## config.mk

```make
export PLATFORM = sky130hd
export DESIGN_NAME = md_issue_ctrl
export DESIGN_NICKNAME = d
export VERILOG_FILES = /design/src/rtl/md_issue_ctrl.sv
export SDC_FILE = /design/constraint.sdc
export NUM_CORES = 1
export LEC_CHECK = 0
export CORE_ASPECT_RATIO = 0.75
export CORE_MARGIN = 5
export CORE_UTILIZATION = 35
export CTS_BUF_LIST = sky130_fd_sc_hd__clkbuf_8
export DETAILED_ROUTE_END_ITERATION = 8
export GPL_TIMING_DRIVEN = 0
export PLACE_DENSITY = 0.76
export SLEW_MARGIN = 30
export SYNTH_ARGS = -nofsm -noshare
export SYNTH_HDL_FRONTEND = slang
export SYNTH_SLANG_ARGS = --single-unit
```

## constraint.sdc

```tcl
create_clock -name clk_i -period 1.6 [get_ports clk_i]
set_input_delay 0.24 -clock clk_i [delete_from_list [all_inputs] [get_ports clk_i]]
set_output_delay 0.24 -clock clk_i [all_outputs]
set_load 0.005 [all_outputs]
```

## src/rtl/md_issue_ctrl.sv

```systemverilog
// rtl/md_issue_ctrl.sv - two-requester issue controller for a slow multiply/divide unit
module md_issue_ctrl (
    input  logic        clk_i,
    input  logic        rst_i,
    input  logic        req0_valid_i,
    output logic        req0_ready_o,
    input  logic [1:0]  req0_operator_i,
    input  logic [1:0]  req0_signed_mode_i,
    input  logic [31:0] req0_op_a_i,
    input  logic [31:0] req0_op_b_i,
    input  logic        req1_valid_i,
    output logic        req1_ready_o,
    input  logic [1:0]  req1_operator_i,
    input  logic [1:0]  req1_signed_mode_i,
    input  logic [31:0] req1_op_a_i,
    input  logic [31:0] req1_op_b_i,
    input  logic        kill_i,
    output logic        rsp_valid_o,
    input  logic        rsp_ready_i,
    output logic        rsp_id_o,
    output logic [31:0] rsp_result_o,
    output logic [5:0]  rsp_cycles_o,
    output logic        md_mult_en_o,
    output logic        md_div_en_o,
    output logic [1:0]  md_operator_o,
    output logic [1:0]  md_signed_mode_o,
    output logic [31:0] md_op_a_o,
    output logic [31:0] md_op_b_o,
    output logic        md_equal_to_zero_o,
    input  logic        md_valid_i,
    input  logic [31:0] md_result_i
);

    typedef enum logic [1:0] {IDLE, ISSUE, RESP, DRAIN} state_t;

    state_t      state_q;
    logic        prio_q;
    logic [1:0]  op_q;
    logic [1:0]  sm_q;
    logic [31:0] a_q;
    logic [31:0] b_q;
    logic [31:0] result_q;
    logic        id_q;
    logic [5:0]  cnt_q;

    logic        gnt0;
    logic        gnt1;
    logic        accept;
    logic        active;
    logic [5:0]  cnt_next;

    // prio_q names the requester that wins when both are valid
    assign gnt0   = req0_valid_i & (~req1_valid_i | ~prio_q);
    assign gnt1   = req1_valid_i & (~req0_valid_i |  prio_q);

    assign req0_ready_o = (state_q == IDLE) & gnt0 & ~kill_i;
    assign req1_ready_o = (state_q == IDLE) & gnt1 & ~kill_i;
    assign accept       = req0_ready_o | req1_ready_o;

    assign active       = (state_q == ISSUE) | (state_q == DRAIN);
    assign md_mult_en_o = active & ~op_q[1];
    assign md_div_en_o  = active &  op_q[1];

    assign md_operator_o      = op_q;
    assign md_signed_mode_o   = sm_q;
    assign md_op_a_o          = a_q;
    assign md_op_b_o          = b_q;
    assign md_equal_to_zero_o = (b_q == 32'd0);

    assign rsp_valid_o  = (state_q == RESP);
    assign rsp_id_o     = id_q;
    assign rsp_result_o = result_q;
    assign rsp_cycles_o = cnt_q;

    assign cnt_next = (cnt_q == 6'd63) ? cnt_q : cnt_q + 6'd1;

    always_ff @(posedge clk_i) begin
        if (rst_i) begin
            state_q  <= IDLE;
            prio_q   <= 1'b0;
            op_q     <= 2'd0;
            sm_q     <= 2'd0;
            a_q      <= 32'd0;
            b_q      <= 32'd0;
            result_q <= 32'd0;
            id_q     <= 1'b0;
            cnt_q    <= 6'd0;
        end else begin
            case (state_q)
                IDLE: begin
                    if (accept) begin
                        op_q    <= gnt1 ? req1_operator_i    : req0_operator_i;
                        sm_q    <= gnt1 ? req1_signed_mode_i : req0_signed_mode_i;
                        a_q     <= gnt1 ? req1_op_a_i        : req0_op_a_i;
                        b_q     <= gnt1 ? req1_op_b_i        : req0_op_b_i;
                        id_q    <= gnt1;
                        prio_q  <= ~gnt1;
                        cnt_q   <= 6'd0;
                        state_q <= ISSUE;
                    end
                end
                ISSUE: begin
                    cnt_q <= cnt_next;
                    if (md_valid_i) begin
                        if (kill_i) begin
                            state_q <= IDLE;
                        end else begin
                            result_q <= md_result_i;
                            state_q  <= RESP;
                        end
                    end else if (kill_i) begin
                        state_q <= DRAIN;
                    end
                end
                RESP: begin
                    if (kill_i || rsp_ready_i) begin
                        state_q <= IDLE;
                    end
                end
                DRAIN: begin
                    // the unit must finish on its own before anything new may start
                    cnt_q <= cnt_next;
                    if (md_valid_i) begin
                        state_q <= IDLE;
                    end
                end
                default: state_q <= IDLE;
            endcase
        end
    end

endmodule
```

Word level (Yosys, flattened, before mapping)
Cells that the tools add are included.

Register bits: 110. Input port bits: 175. Logic and storage cells: 60.

$add $sub $neg: 1. Equality and inequality tests: 9. Muxes and demuxes: 14. Bitwise gates (word level): 18. Reductions and logical operators: 9.

Operators by type and width (count): 32-bit 2-to-1 mux (2); 32-bit zero test (1); 2-bit 2-to-1 mux (8); 6-bit 2-to-1 mux (2); 6-bit case mux with 2 select lines (1); 1-bit AND (8); 2-bit case mux with 4 select lines (1); 6-bit by 1-bit adder with 6-bit output, second input constant (1); 6-bit equality test, second input constant (1); 2-bit inequality test, second input constant (3); 1-bit NOT (6); 3-bit AND reduction (2); 2-bit equality test, second input constant (2); 1-bit OR (4); 4-bit AND reduction (1); 3-bit inequality test, second input constant (1); 2-bit by 1-bit equality test with 1-bit output, second input constant (1); 2-bit zero test (1); 2-bit by 1-bit inequality test with 1-bit output, second input constant (1); 2-bit AND reduction (1); 2-bit nonzero test (1); 2-bit OR reduction (1); 1-bit logical OR (1).

Logic depth before layout (Yosys ltp)
Gate-level depths: netlist of run 1.

Depth in word-level cells: 8. Depth in mapped cells: 6.

Least setup slack after synthesis of run 1
No wires, ideal clock.

Path kind: reg2reg. From: register state_q[1]. To: register a_q[2] (netlist: md_op_a_o[2]). Data arrival time: 1.576 ns. Data required time: 1.542 ns. Setup slack: -0.034 ns. Cell stages (with the launch flop): 6. Path buffers: 2. Clock period less this slack: 1.634 ns. Cell sequence: dfxtp_1 -> or3_1 -> buf_6 -> nor4_4 -> buf_6 -> a221o_2.

Longest elaborated chain between the ends: 5. Elaborated cells between the ends (all ways): 7. Classes of those cells: bitwise (5); reduce/logical (2).

Ends and longest elaborated chain: start, declared (RTL line 36) `state_t state_q;`; start signal, assigned (RTL line 79) `state_q <= IDLE;`; start signal, assigned (RTL line 99) `state_q <= ISSUE;`; start signal, assigned (RTL line 106) `state_q <= IDLE;`; 2-bit zero test (*) (RTL line 56, 57, 89); 1-bit AND (on tied branches) (2 in a row) (RTL line 56, 57); 1-bit OR (RTL line 58) `assign accept = req0_ready_o | req1_ready_o;`; 2-bit AND reduction (no line) (*); end signal, assigned (RTL line 94) `a_q <= gnt1 ? req1_op_a_i : req0_op_a_i;`; end, declared (RTL line 40) `logic [31:0] a_q;`.

Mark *: on every way between the ends. The rest lies on a longest branch, timed or not. A chain may end at the register's enable or synchronous reset.

Worst setup path after layout of run 1
From: register state_q[0]. To: register a_q[2] (netlist: md_op_a_o[2]).

The elaborated chain is that of the path after synthesis.

==> flow_summary.json, run 1 <==
{
  "clock-skew-final_ns": 0.0175,
  "clk-insertion-delay-late_ns": 0.39,
  "routed_wirelength_um": 22000,
  "critical-path-top-cell-by-count": "sky130_fd_sc_hd__buf_6",
  "die-height_um": 111,
  "final_min_period_over_clock_period": 1.22,
  "grt_antenna_before_repair": 0,
  "cpMaxStageDelayCell": "sky130_fd_sc_hd__or4b_4",
  "fmax_ghz": 0.513,
  "grt_usage": 0.243,
  "layout.cell_area.non_filler_um2": 9710,
  "number_of_clock_buffers_inserted_by_tritoncts": 9,
  "share_seq_of_total_power": 0.459,
  "timing.rr.end": "md_op_a_o[2]$_SDFFE_PP0P_",
  "critical_path.reg2reg.startpoint": "state_q[0]$_SDFFE_PP0P_",
  "synthToLayoutAreaGrowth_pct": 103,
  "drtAntennaViolNets": 0,
  "layout-drive-gt1-share": 0.340,
  "num_vias": 5770,
  "post_synth_main_area_contributors": "sky130_fd_sc_hd__dfxtp_1, sky130_fd_sc_hd__a221o_2, sky130_fd_sc_hd__nor4b_1, sky130_fd_sc_hd__a21oi_1, sky130_fd_sc_hd__nand2_1",
  "grt_pass1_vias": 5878,
  "finalPower_mw": 6.69,
  "ys_dominant_reg_cell": "sky130_fd_sc_hd__dfxtp_1",
  "critical_path.top_delay_family": "simple AND/OR/NAND/NOR gates",
  "ctsRootBufferMaster": "sky130_fd_sc_hd__clkbuf_8",
  "r2r_setup_slack_ns": -0.35,
  "port-buffer-count": 286,
  "grt_use_met1": 0.307,
  "multi_input_comb_area_um2": 3190,
  "synth.yosys.seq_area_share": 0.461,
  "routability_congestion": 0.913,
  "timing_max_transition_violations_final": 0,
  "worst_path_buf_inv": 4,
  "r2r.worst_path.cells": 7,
  "grt_busiest_layer": "met2",
  "filler_cell_count": 954,
  "worst_hold_path_type": "input port to flip-flop",
  "tritoncts_clock_tree": "done",
  "rsz0062_at_grt": "yes",
  "nets": 1021,
  "synth_common_cells": "sky130_fd_sc_hd__dfxtp_1, sky130_fd_sc_hd__nand2_1, sky130_fd_sc_hd__a21oi_1",
  "hold_viol": 0,
  "die-area_um2": 16100,
  "setup.worst_path.class": "flip-flop to flip-flop",
  "yosysMostFrequentCell": "sky130_fd_sc_hd__dfxtp_1",
  "detail_route.vias_per_cell": 5.63,
  "cts_htree_levels": 3,
  "register_bit_count_reported_by_yosys": 110,
  "synthesis.nets": 694,
  "yosysWarningCount": 0,
  "p_leak_nw": 3.50,
  "worst_ep_arrival_time_ns": 2.29,
  "synth_largest_type_area_fraction": 0.461,
  "cp_data_required_time_ns": 1.94,
  "place_area_um2": 7860,
  "num_antenna_cells": 0,
  "synth.distinct_cells": 44,
  "worst_setup_path_end_kind": "flip-flop",
  "worst-path-max-fanout": 5,
  "sw_frac_of_total": 0.299,
  "dr.pass1.iters": 4,
  "drt_drc_violations_left": 0,
  "holdWs_ns": 0.395,
  "clk_pin_slew_worst_paths_ns": 0.12,
  "run_status": "finished, violations left",
  "max_cap_violations": 0,
  "dr.first_iter.drc_count": 292,
  "cts_hold_buffers": 0,
  "wire_length_of_the_first_global_routing_pass_um": 31400,
  "finalCriticalPeriod_ns": 1.95,
  "row_count": 37,
  "slowest_delay_ns": 0.59,
  "internal_power_mw": 4.69,
  "core_area_um2": 13600,
  "grt_max_degree": 22,
  "cell_type_contributing_the_most_total_cell_area_after_synthesis": "sky130_fd_sc_hd__dfxtp_1",
  "min_path_cells": 3,
  "final.setup.tns_ns": -15.93,
  "cts-root-to-sink-buffers": 2,
  "failed_checks": "setup timing",
  "asyncSetResetFlopFracSynth": 0,
  "slew_headroom": 0.463,
  "design.portCount": 288,
  "critical_path.cell_chain": "or4b_4 -> buf_6 -> buf_12 -> clkbuf_16 -> buf_6 -> nor4b_4 -> a221o_2",
  "dp_worst_setup_slack_ns": -1.26,
  "global_route.overflow_total": 0,
  "start_kind": "flip-flop",
  "p_per_area_nw_per_um2": 689,
  "syn-cell-area_um2": 4770,
  "holdCritStartpoint": "md_result_i[25]",
  "logic_gate_share_of_total_power": 0.287,
  "worst-slew-pin-transition_ns": 0.806,
  "clock_power_share": 0.254,
  "vdd_drop_max_mv": 0.547,
  "global_routing_met2_resource_utilization": 0.405,
  "grt.met3_usage": 0.0569,
  "number_of_clock_sinks": 110,
  "power_switching_mw": 2.00,
  "setup-violations-final": 107,
  "initial_utilization": 0.352,
  "synthesis.area_per_instance_um2": 9.22,
  "place.detailed.hpwl_um": 15000,
  "postSynthCellCount": 518,
  "min_to": "rsp_result_o[25]$_SDFFE_PP0P_",
  "number_of_enable_flip_flop_cells_after_synthesis": 0,
  "dieWidth_um": 145,
  "seqCellArea_um2": 2270,
  "detail_route.wl_per_cell_um": 21.4,
  "worst_slack_ns": -0.348
}
## area by class of cell
type                            count  area share
Clock inverter                      7     0.00748
Buffer                             54      0.0517
Sequential cell                   110       0.234
Clock buffer                        9      0.0128
Tap cell                          175      0.0226
Multi-Input combinational cell    345       0.328
Inverter                            5     0.00193
Timing Repair Buffer              320       0.341
## cells in the final DEF (no fill, tap or decap), types with 5 or more instances in the layout
master	n
sky130_fd_sc_hd__buf_4	12
sky130_fd_sc_hd__o21ai_0	28
sky130_fd_sc_hd__dfxtp_2	39
sky130_fd_sc_hd__a21oi_2	30
sky130_fd_sc_hd__a221o_2	34
sky130_fd_sc_hd__a311oi_1	27
sky130_fd_sc_hd__clkbuf_8	11
sky130_fd_sc_hd__nand3_1	25
sky130_fd_sc_hd__nor4b_4	28
sky130_fd_sc_hd__buf_6	20
sky130_fd_sc_hd__buf_2	6
sky130_fd_sc_hd__nor4b_1	9
sky130_fd_sc_hd__a21oi_1	31
sky130_fd_sc_hd__nand2_4	26
sky130_fd_sc_hd__buf_8	10
sky130_fd_sc_hd__dfxtp_1	66
sky130_fd_sc_hd__clkdlybuf4s50_1	274
sky130_fd_sc_hd__clkbuf_2	11
sky130_fd_sc_hd__clkbuf_1	13
sky130_fd_sc_hd__clkbuf_16	10
sky130_fd_sc_hd__nand2_1	36
sky130_fd_sc_hd__dfxtp_4	5
sky130_fd_sc_hd__a221o_1	9
## state kept, by name (all words and copies together), names as in the netlist
signal / flops
md_op_a_o: 32
md_op_b_o: 32
rsp_result_o: 32
rsp_cycles_o: 6
md_operator_o: 2
md_signed_mode_o: 2
state_q: 2
prio_q: 1
rsp_id_o: 1
## worst max-delay path by stage
| stage | start | endpoint | slack [ns] | cells after the start |
|---|---|---|---|---|
| after global placement | kill_i | req1_ready_o | -1.25 | 6 |
| after floorplan | state_q[1]$_SDFFE_PP0P_ | md_op_a_o[2]$_SDFFE_PP0P_ | -0.03 | 4 |
| after CTS | state_q[1]$_SDFFE_PP0P_ | req0_ready_o | -0.43 | 5 |
| after detailed placement | kill_i | req1_ready_o | -1.26 | 6 |
| final | state_q[0]$_SDFFE_PP0P_ | md_op_a_o[2]$_SDFFE_PP0P_ | -0.35 | 7 |
| after global routing | state_q[0]$_SDFFE_PP0P_ | req0_ready_o | -0.39 | 4 |
## cells by family after synthesis
logic type	share of synthesized area
XOR/XNOR	0.00183
flip-flops	0.461
adder cells (fa/ha/maj)	0.00262
AO/OA/AOI/OAI	0.265
AND/OR/NAND/NOR	0.204
multiplexers	0.00445
buffers and inverters	0.0600
## per-stage QoR
stage | utilization | cells
2_1_floorplan | - | 518
3_3_place_gp | 0.579 | 979
3_5_place_dp | 0.579 | 979
4_1_cts | 0.666 | 1015
5_1_grt | 0.716 | 1025
6_report | 0.716 | 1025
## power by group through the flow
stage / clock network [mW] / registers (mW) / logic (mW)
global placement: 0 / 3.09 / 1.46
CTS: 1.72 / 3.05 / 1.76
finish: 1.70 / 3.07 / 1.92
floorplan: 0 / 3.08 / 0.519
detailed placement: 0 / 3.09 / 1.48
global route: 1.85 / 3.08 / 2.02
## routing by layer
metal	wire, um	up-vias
met4	575	0
met1	8920	2801
met5	0	-
met2	10800	279
li1	-	2645
met3	1680	45
## what timing repair did
action,4_1_cts,5_1_grt
gates resized for setup,179,178
pin swaps,14,70
setup buffers,15,7
endpoints found under the hold margin,0,0
cloned,7,6
endpoints found under the setup margin,115,122
## worst register-to-register path, cell delays in order, from the launching register on
cell                        delay [ns]
sky130_fd_sc_hd__dfxtp_4          0.37
sky130_fd_sc_hd__or4b_4           0.59
sky130_fd_sc_hd__buf_6            0.17
sky130_fd_sc_hd__buf_12           0.14
sky130_fd_sc_hd__clkbuf_16        0.14
sky130_fd_sc_hd__buf_6            0.11
sky130_fd_sc_hd__nor4b_4          0.25
sky130_fd_sc_hd__a221o_2          0.14
(Power assumes the default switching activity.)
==> inputs of run 2 (changes only) <==
--- a/config.mk
+++ b/config.mk
@@ -10,7 +10,7 @@
 export CORE_UTILIZATION = 35
 export CTS_BUF_LIST = sky130_fd_sc_hd__clkbuf_8
 export DETAILED_ROUTE_END_ITERATION = 8
-export GPL_TIMING_DRIVEN = 0
+export GPL_TIMING_DRIVEN = 1
 export PLACE_DENSITY = 0.76
 export SLEW_MARGIN = 30
 export SYNTH_ARGS = -nofsm -noshare
==> flow_summary.json, run 2 (same netlist as run 1, synthesis figures left out) <==
{
  "run_status": "finished, violations left",
  "failed_checks": "setup timing",
  "grt_max_degree": 44,
  "number_of_clock_buffers_inserted_by_tritoncts": 9,
  "wire_length_of_the_first_global_routing_pass_um": 31600,
  "p_leak_nw": 3.70,
  "r2r.worst_path.cells": 4,
  "design.portCount": 288,
  "detail_route.wl_per_cell_um": 21.1,
  "holdCritStartpoint": "rst_i",
  "layout-drive-gt1-share": 0.353,
  "global_route.overflow_total": 0,
  "layout.cell_area.non_filler_um2": 9640,
  "cts_hold_buffers": 0,
  "fmax_ghz": 0.572,
  "cts_htree_levels": 3,
  "setup.worst_path.class": "flip-flop to primary output",
  "finalCriticalPeriod_ns": 1.75,
  "drtAntennaViolNets": 0,
  "clk_pin_slew_worst_paths_ns": 0.11,
  "hold_viol": 0,
  "dr.pass1.iters": 5,
  "core_area_um2": 13600,
  "number_of_clock_sinks": 110,
  "max_cap_violations": 0,
  "worst_setup_path_end_kind": "primary output",
  "initial_utilization": 0.352,
  "worst_ep_arrival_time_ns": 1.51,
  "die-area_um2": 16100,
  "worst-slew-pin-transition_ns": 0.536,
  "timing_max_transition_violations_final": 0,
  "clk-insertion-delay-late_ns": 0.37,
  "critical_path.reg2reg.startpoint": "state_q[0]$_SDFFE_PP0P_",
  "grt_usage": 0.245,
  "tritoncts_clock_tree": "done",
  "routability_congestion": 0.892,
  "r2r_setup_slack_ns": -0.14,
  "slew_headroom": 0.643,
  "min_to": "state_q[0]$_SDFFE_PP0P_",
  "cts-root-to-sink-buffers": 2,
  "setup-violations-final": 82,
  "vdd_drop_max_mv": 0.411,
  "timing.rr.end": "md_op_a_o[17]$_SDFFE_PP0P_",
  "grt_pass1_vias": 5936,
  "worst_hold_path_type": "input port to flip-flop",
  "clock-skew-final_ns": 0.00525,
  "detail_route.vias_per_cell": 5.64,
  "port-buffer-count": 287,
  "layout_commonest_cell": "sky130_fd_sc_hd__clkdlybuf4s50_1",
  "dr.first_iter.drc_count": 422,
  "cp_data_required_time_ns": 1.36,
  "layout_common_cells": "sky130_fd_sc_hd__clkdlybuf4s50_1, sky130_fd_sc_hd__dfxtp_1, sky130_fd_sc_hd__buf_4",
  "final_min_period_over_clock_period": 1.09,
  "rsz0062_at_grt": "yes",
  "ctsRootBufferMaster": "sky130_fd_sc_hd__clkbuf_8",
  "grt_antenna_before_repair": 0,
  "drt_drc_violations_left": 0,
  "worst_slack_ns": -0.148,
  "num_vias": 5850,
  "p_per_area_nw_per_um2": 687,
  "row_count": 37,
  "worst-path-max-fanout": 2,
  "dieWidth_um": 145,
  "num_antenna_cells": 0,
  "die-height_um": 111,
  "place.detailed.hpwl_um": 14100,
  "place_area_um2": 8150,
  "finalPower_mw": 6.63,
  "synthToLayoutAreaGrowth_pct": 102,
  "min_path_cells": 3,
  "nets": 1033,
  "routed_wirelength_um": 21900,
  "start_kind": "flip-flop"
}
## run 2: cell types whose count changed in the layout (fill, tap and decap cells not counted), moves of 6 or more
cell and delta:
sky130_fd_sc_hd__dlymetal6s2s_1 +7, sky130_fd_sc_hd__clkbuf_2 -9, sky130_fd_sc_hd__buf_16 +6, sky130_fd_sc_hd__nor4b_4 -28
sky130_fd_sc_hd__buf_12 +10, sky130_fd_sc_hd__nor4b_2 +8, sky130_fd_sc_hd__buf_8 -7, sky130_fd_sc_hd__dlygate4sd2_1 +22
sky130_fd_sc_hd__clkdlybuf4s50_1 -29, sky130_fd_sc_hd__nor4b_1 +20, sky130_fd_sc_hd__buf_4 +43, sky130_fd_sc_hd__clkbuf_1 -13
## run 2: per-stage QoR
step / util / worst slack, ns / hold WS (ns) / setup TNS, ns / instances
detailed placement: 0.601 / -0.667 / 0.452 / -57.21 / 986
global route: 0.711 / -0.211 / 0.397 / -10.57 / 1037
finish: 0.711 / -0.148 / 0.408 / -5.19 / 1037
global placement: 0.600 / -0.737 / 0.442 / -61.87 / 985
CTS: 0.658 / -0.194 / 0.385 / -4.94 / 1027
floorplan: - / -0.0268 / 0.376 / -1.00 / 518
## run 2: worst max-delay path, cell delays in order, from the launching register on
cell and delay, ns:
sky130_fd_sc_hd__dfxtp_2 0.34, sky130_fd_sc_hd__or4b_4 0.58, sky130_fd_sc_hd__nor2_4 0.11, sky130_fd_sc_hd__buf_6 0.11
## run 2: repair_timing
action                                  4_1_cts  5_1_grt
buffers inserted                             16        1
pin swaps                                    12       90
endpoints found under the setup margin      106      123
cloned                                        9        9
hold endpoints to repair                      0        0
gates resized for setup                     117      158
## run 2: area by class of cell
class                      instances  area [um^2]
tap                              175          219
clock buffer                       9          124
inverter                           5         18.8
timing repair buffer             384         4070
sequential                       110         2270
multi-input combinational        347         2870
clock inverter                     7         66.3
fill                             985         3930
## run 2: worst max path at each step
stage                                        from                    endpoint  slack [ns]  cells after the start
after detailed placement                   kill_i                req1_ready_o       -0.67                      6
after floorplan           state_q[1]$_SDFFE_PP0P_   md_op_a_o[2]$_SDFFE_PP0P_       -0.03                      4
final                     state_q[0]$_SDFFE_PP0P_                req0_ready_o       -0.15                      3
after global routing      state_q[0]$_SDFFE_PP0P_  md_op_a_o[17]$_SDFFE_PP0P_       -0.21                      4
after global placement               req0_valid_i   md_op_a_o[2]$_SDFFE_PP0P_       -0.74                      5
after CTS                 state_q[1]$_SDFFE_PP0P_                req0_ready_o       -0.19                      3
## run 2: where the power goes
group	total [mW]	internal (mW)	leakage, nW	switching [mW]
Combinational	1.93	1.19	2.69	0.748
Clock	1.65	0.606	0.0914	1.04
Sequential	3.04	2.92	0.920	0.129
## run 2: layer usage
layer  share of wire  up-vias  wire length (um)  GRT usage
met5               0        -                 0          0
met4           0.026        0               559     0.0696
met3           0.089       56              1960     0.0617
met2            0.48      304             10600      0.406
met1            0.40     2820              8820      0.314
li1                -     2670                 -          -
==> inputs of run 3 (changes only) <==
--- a/config.mk
+++ b/config.mk
@@ -5,13 +5,15 @@
 export SDC_FILE = /design/constraint.sdc
 export NUM_CORES = 1
 export LEC_CHECK = 0
-export CORE_ASPECT_RATIO = 0.75
+export CORE_ASPECT_RATIO = 0.5
 export CORE_MARGIN = 5
 export CORE_UTILIZATION = 35
 export CTS_BUF_LIST = sky130_fd_sc_hd__clkbuf_8
+export CTS_CLUSTER_DIAMETER = 80
 export DETAILED_ROUTE_END_ITERATION = 8
 export GPL_TIMING_DRIVEN = 1
 export PLACE_DENSITY = 0.76
+export RECOVER_POWER = 50
 export SLEW_MARGIN = 30
 export SYNTH_ARGS = -nofsm -noshare
 export SYNTH_HDL_FRONTEND = slang
==> flow_summary.json, run 3 (same netlist as run 1, synthesis figures left out) <==
{
  "run_status": "finished, violations left",
  "failed_checks": "setup timing",
  "vdd_drop_max_mv": 0.432,
  "ctsRootBufferMaster": "sky130_fd_sc_hd__clkbuf_8",
  "global_route.overflow_total": 0,
  "layout.cell_area.non_filler_um2": 9860,
  "layout_common_cells": "sky130_fd_sc_hd__clkdlybuf4s50_1, sky130_fd_sc_hd__dfxtp_1, sky130_fd_sc_hd__buf_4",
  "clock-skew-final_ns": 0.0140,
  "tritoncts_clock_tree": "done",
  "worst-path-max-fanout": 2,
  "holdCritStartpoint": "rst_i",
  "cts_hold_buffers": 0,
  "slew_headroom": 0.676,
  "clk_pin_slew_worst_paths_ns": 0.10,
  "grt_max_degree": 40,
  "worst_setup_path_end_kind": "primary output",
  "timing_max_transition_violations_final": 0,
  "layout_commonest_cell": "sky130_fd_sc_hd__clkdlybuf4s50_1",
  "critical_path.cell_chain": "nor4_4 -> buf_4 -> nand4_1 -> nor2_1 -> buf_2",
  "min_path_cells": 3,
  "final-instance-count-excl-fill": 1040,
  "nets": 1035,
  "cpMaxStageDelayCell": "sky130_fd_sc_hd__dfxtp_2",
  "place.detailed.hpwl_um": 14200,
  "routed_wirelength_um": 23900,
  "setup-violations-final": 78,
  "grt_antenna_before_repair": 0,
  "timing.rr.end": "md_op_a_o[7]$_SDFFE_PP0P_",
  "dr.pass1.iters": 6,
  "synthToLayoutAreaGrowth_pct": 106,
  "die-height_um": 92.6,
  "worst_ep_arrival_time_ns": 1.60,
  "cts-root-to-sink-buffers": 2,
  "max_cap_violations": 0,
  "cts_htree_levels": 3,
  "finalPower_mw": 6.93,
  "number_of_clock_buffers_inserted_by_tritoncts": 9,
  "critical_path.reg2reg.startpoint": "state_q[0]$_SDFFE_PP0P_",
  "r2r_setup_slack_ns": -0.17,
  "die-area_um2": 16200,
  "r2r.worst_path.cells": 5,
  "num_antenna_cells": 0,
  "wire_length_of_the_first_global_routing_pass_um": 32900,
  "num_vias": 6052,
  "place_area_um2": 8220,
  "routability_congestion": 0.882,
  "final_min_period_over_clock_period": 1.15,
  "cp_data_required_time_ns": 1.36,
  "start_kind": "flip-flop",
  "row_count": 30,
  "p_leak_nw": 3.85,
  "hold_viol": 0,
  "min_to": "rsp_cycles_o[4]$_SDFFE_PP0P_",
  "rsz0062_at_grt": "yes",
  "critical_path.top_delay_family": "simple AND/OR/NAND/NOR gates",
  "finalCriticalPeriod_ns": 1.84,
  "port-buffer-count": 287,
  "drtAntennaViolNets": 0,
  "numPlacedInstances": 993,
  "layout-drive-gt1-share": 0.337,
  "core_area_um2": 13400,
  "worst_hold_path_type": "input port to flip-flop",
  "design.portCount": 288,
  "dieWidth_um": 175,
  "holdWs_ns": 0.380,
  "clk-insertion-delay-late_ns": 0.37,
  "worst_path_buf_inv": 2,
  "number_of_clock_sinks": 110,
  "setup.worst_path.class": "flip-flop to primary output",
  "slowest_delay_ns": 0.36,
  "p_per_area_nw_per_um2": 703,
  "final.setup.tns_ns": -7.17,
  "fmax_ghz": 0.544,
  "grt_usage": 0.253,
  "dr.first_iter.drc_count": 606,
  "initial_utilization": 0.355,
  "detail_route.vias_per_cell": 5.82,
  "grt_pass1_vias": 5768,
  "worst-slew-pin-transition_ns": 0.486,
  "detail_route.wl_per_cell_um": 23.0,
  "drt_drc_violations_left": 0,
  "worst_slack_ns": -0.239
}
## run 3: cell count changes in the layout (fill, tap and decap cells not counted), sizes merged, moves of 2 or more
cell           before  now
buf                93   97
a21oi              64   62
inv                 7    5
dlygate4sd2        26   11
clkdlybuf4s50     245  251
dlymetal6s2s       11   16
clkbuf             18   21
## run 3: power breakdown
part	switching, mW	total [mW]	internal [mW]
Clock	1.01	1.79	0.777
Combinational	0.845	2.10	1.26
Sequential	0.132	3.04	2.91
## run 3: how the worst max path moves through the flow
stage,slack (ns),cells past startpoint,endpoint,from
2_1_floorplan,-0.03,4,md_op_a_o[2]$_SDFFE_PP0P_,state_q[1]$_SDFFE_PP0P_
3_3_place_gp,-0.78,5,md_op_b_o[2]$_SDFFE_PP0P_,req0_valid_i
3_5_place_dp,-0.59,4,req0_ready_o,kill_i
4_1_cts,-0.25,5,md_equal_to_zero_o,md_op_b_o[25]$_SDFFE_PP0P_
5_1_grt,-0.29,5,md_equal_to_zero_o,md_op_b_o[28]$_SDFFE_PP0P_
6_report,-0.24,5,md_equal_to_zero_o,md_op_b_o[28]$_SDFFE_PP0P_
## run 3: stage by stage
step,setup WS (ns),util
3_5_place_dp,-0.595,0.612
2_1_floorplan,-0.0268,-
4_1_cts,-0.250,0.692
5_1_grt,-0.289,0.734
3_3_place_gp,-0.781,0.609
6_report,-0.239,0.734
## run 3: final cells by class
cell class	instances	area [um^2]
flip-flops and latches	110	2220
inverters	5	21.3
clock inverters	6	68.8
clock buffers	10	138
repair buffers	388	4090
fillers	871	3580
multi-input cells	345	3100
well taps	176	220
## run 3: what timing repair did
item	4_1_cts	5_1_grt
gates resized for setup	125	155
endpoints found under the setup margin	97	124
setup buffers	19	6
cloned	11	6
pin swaps	36	47
## run 3: worst min-delay path: stages
cell and delay (ns):
sky130_fd_sc_hd__buf_4 0.13, sky130_fd_sc_hd__buf_4 0.22, sky130_fd_sc_hd__o32ai_1 0.11
## run 3: routing by layer
metal	global-route usage	routed length [um]	up-vias
li1	-	-	2672
met1	0.303	9180	2975
met2	0.451	12000	310
met3	0.0551	1590	95
met4	0.0914	1160	0
met5	0	0	-
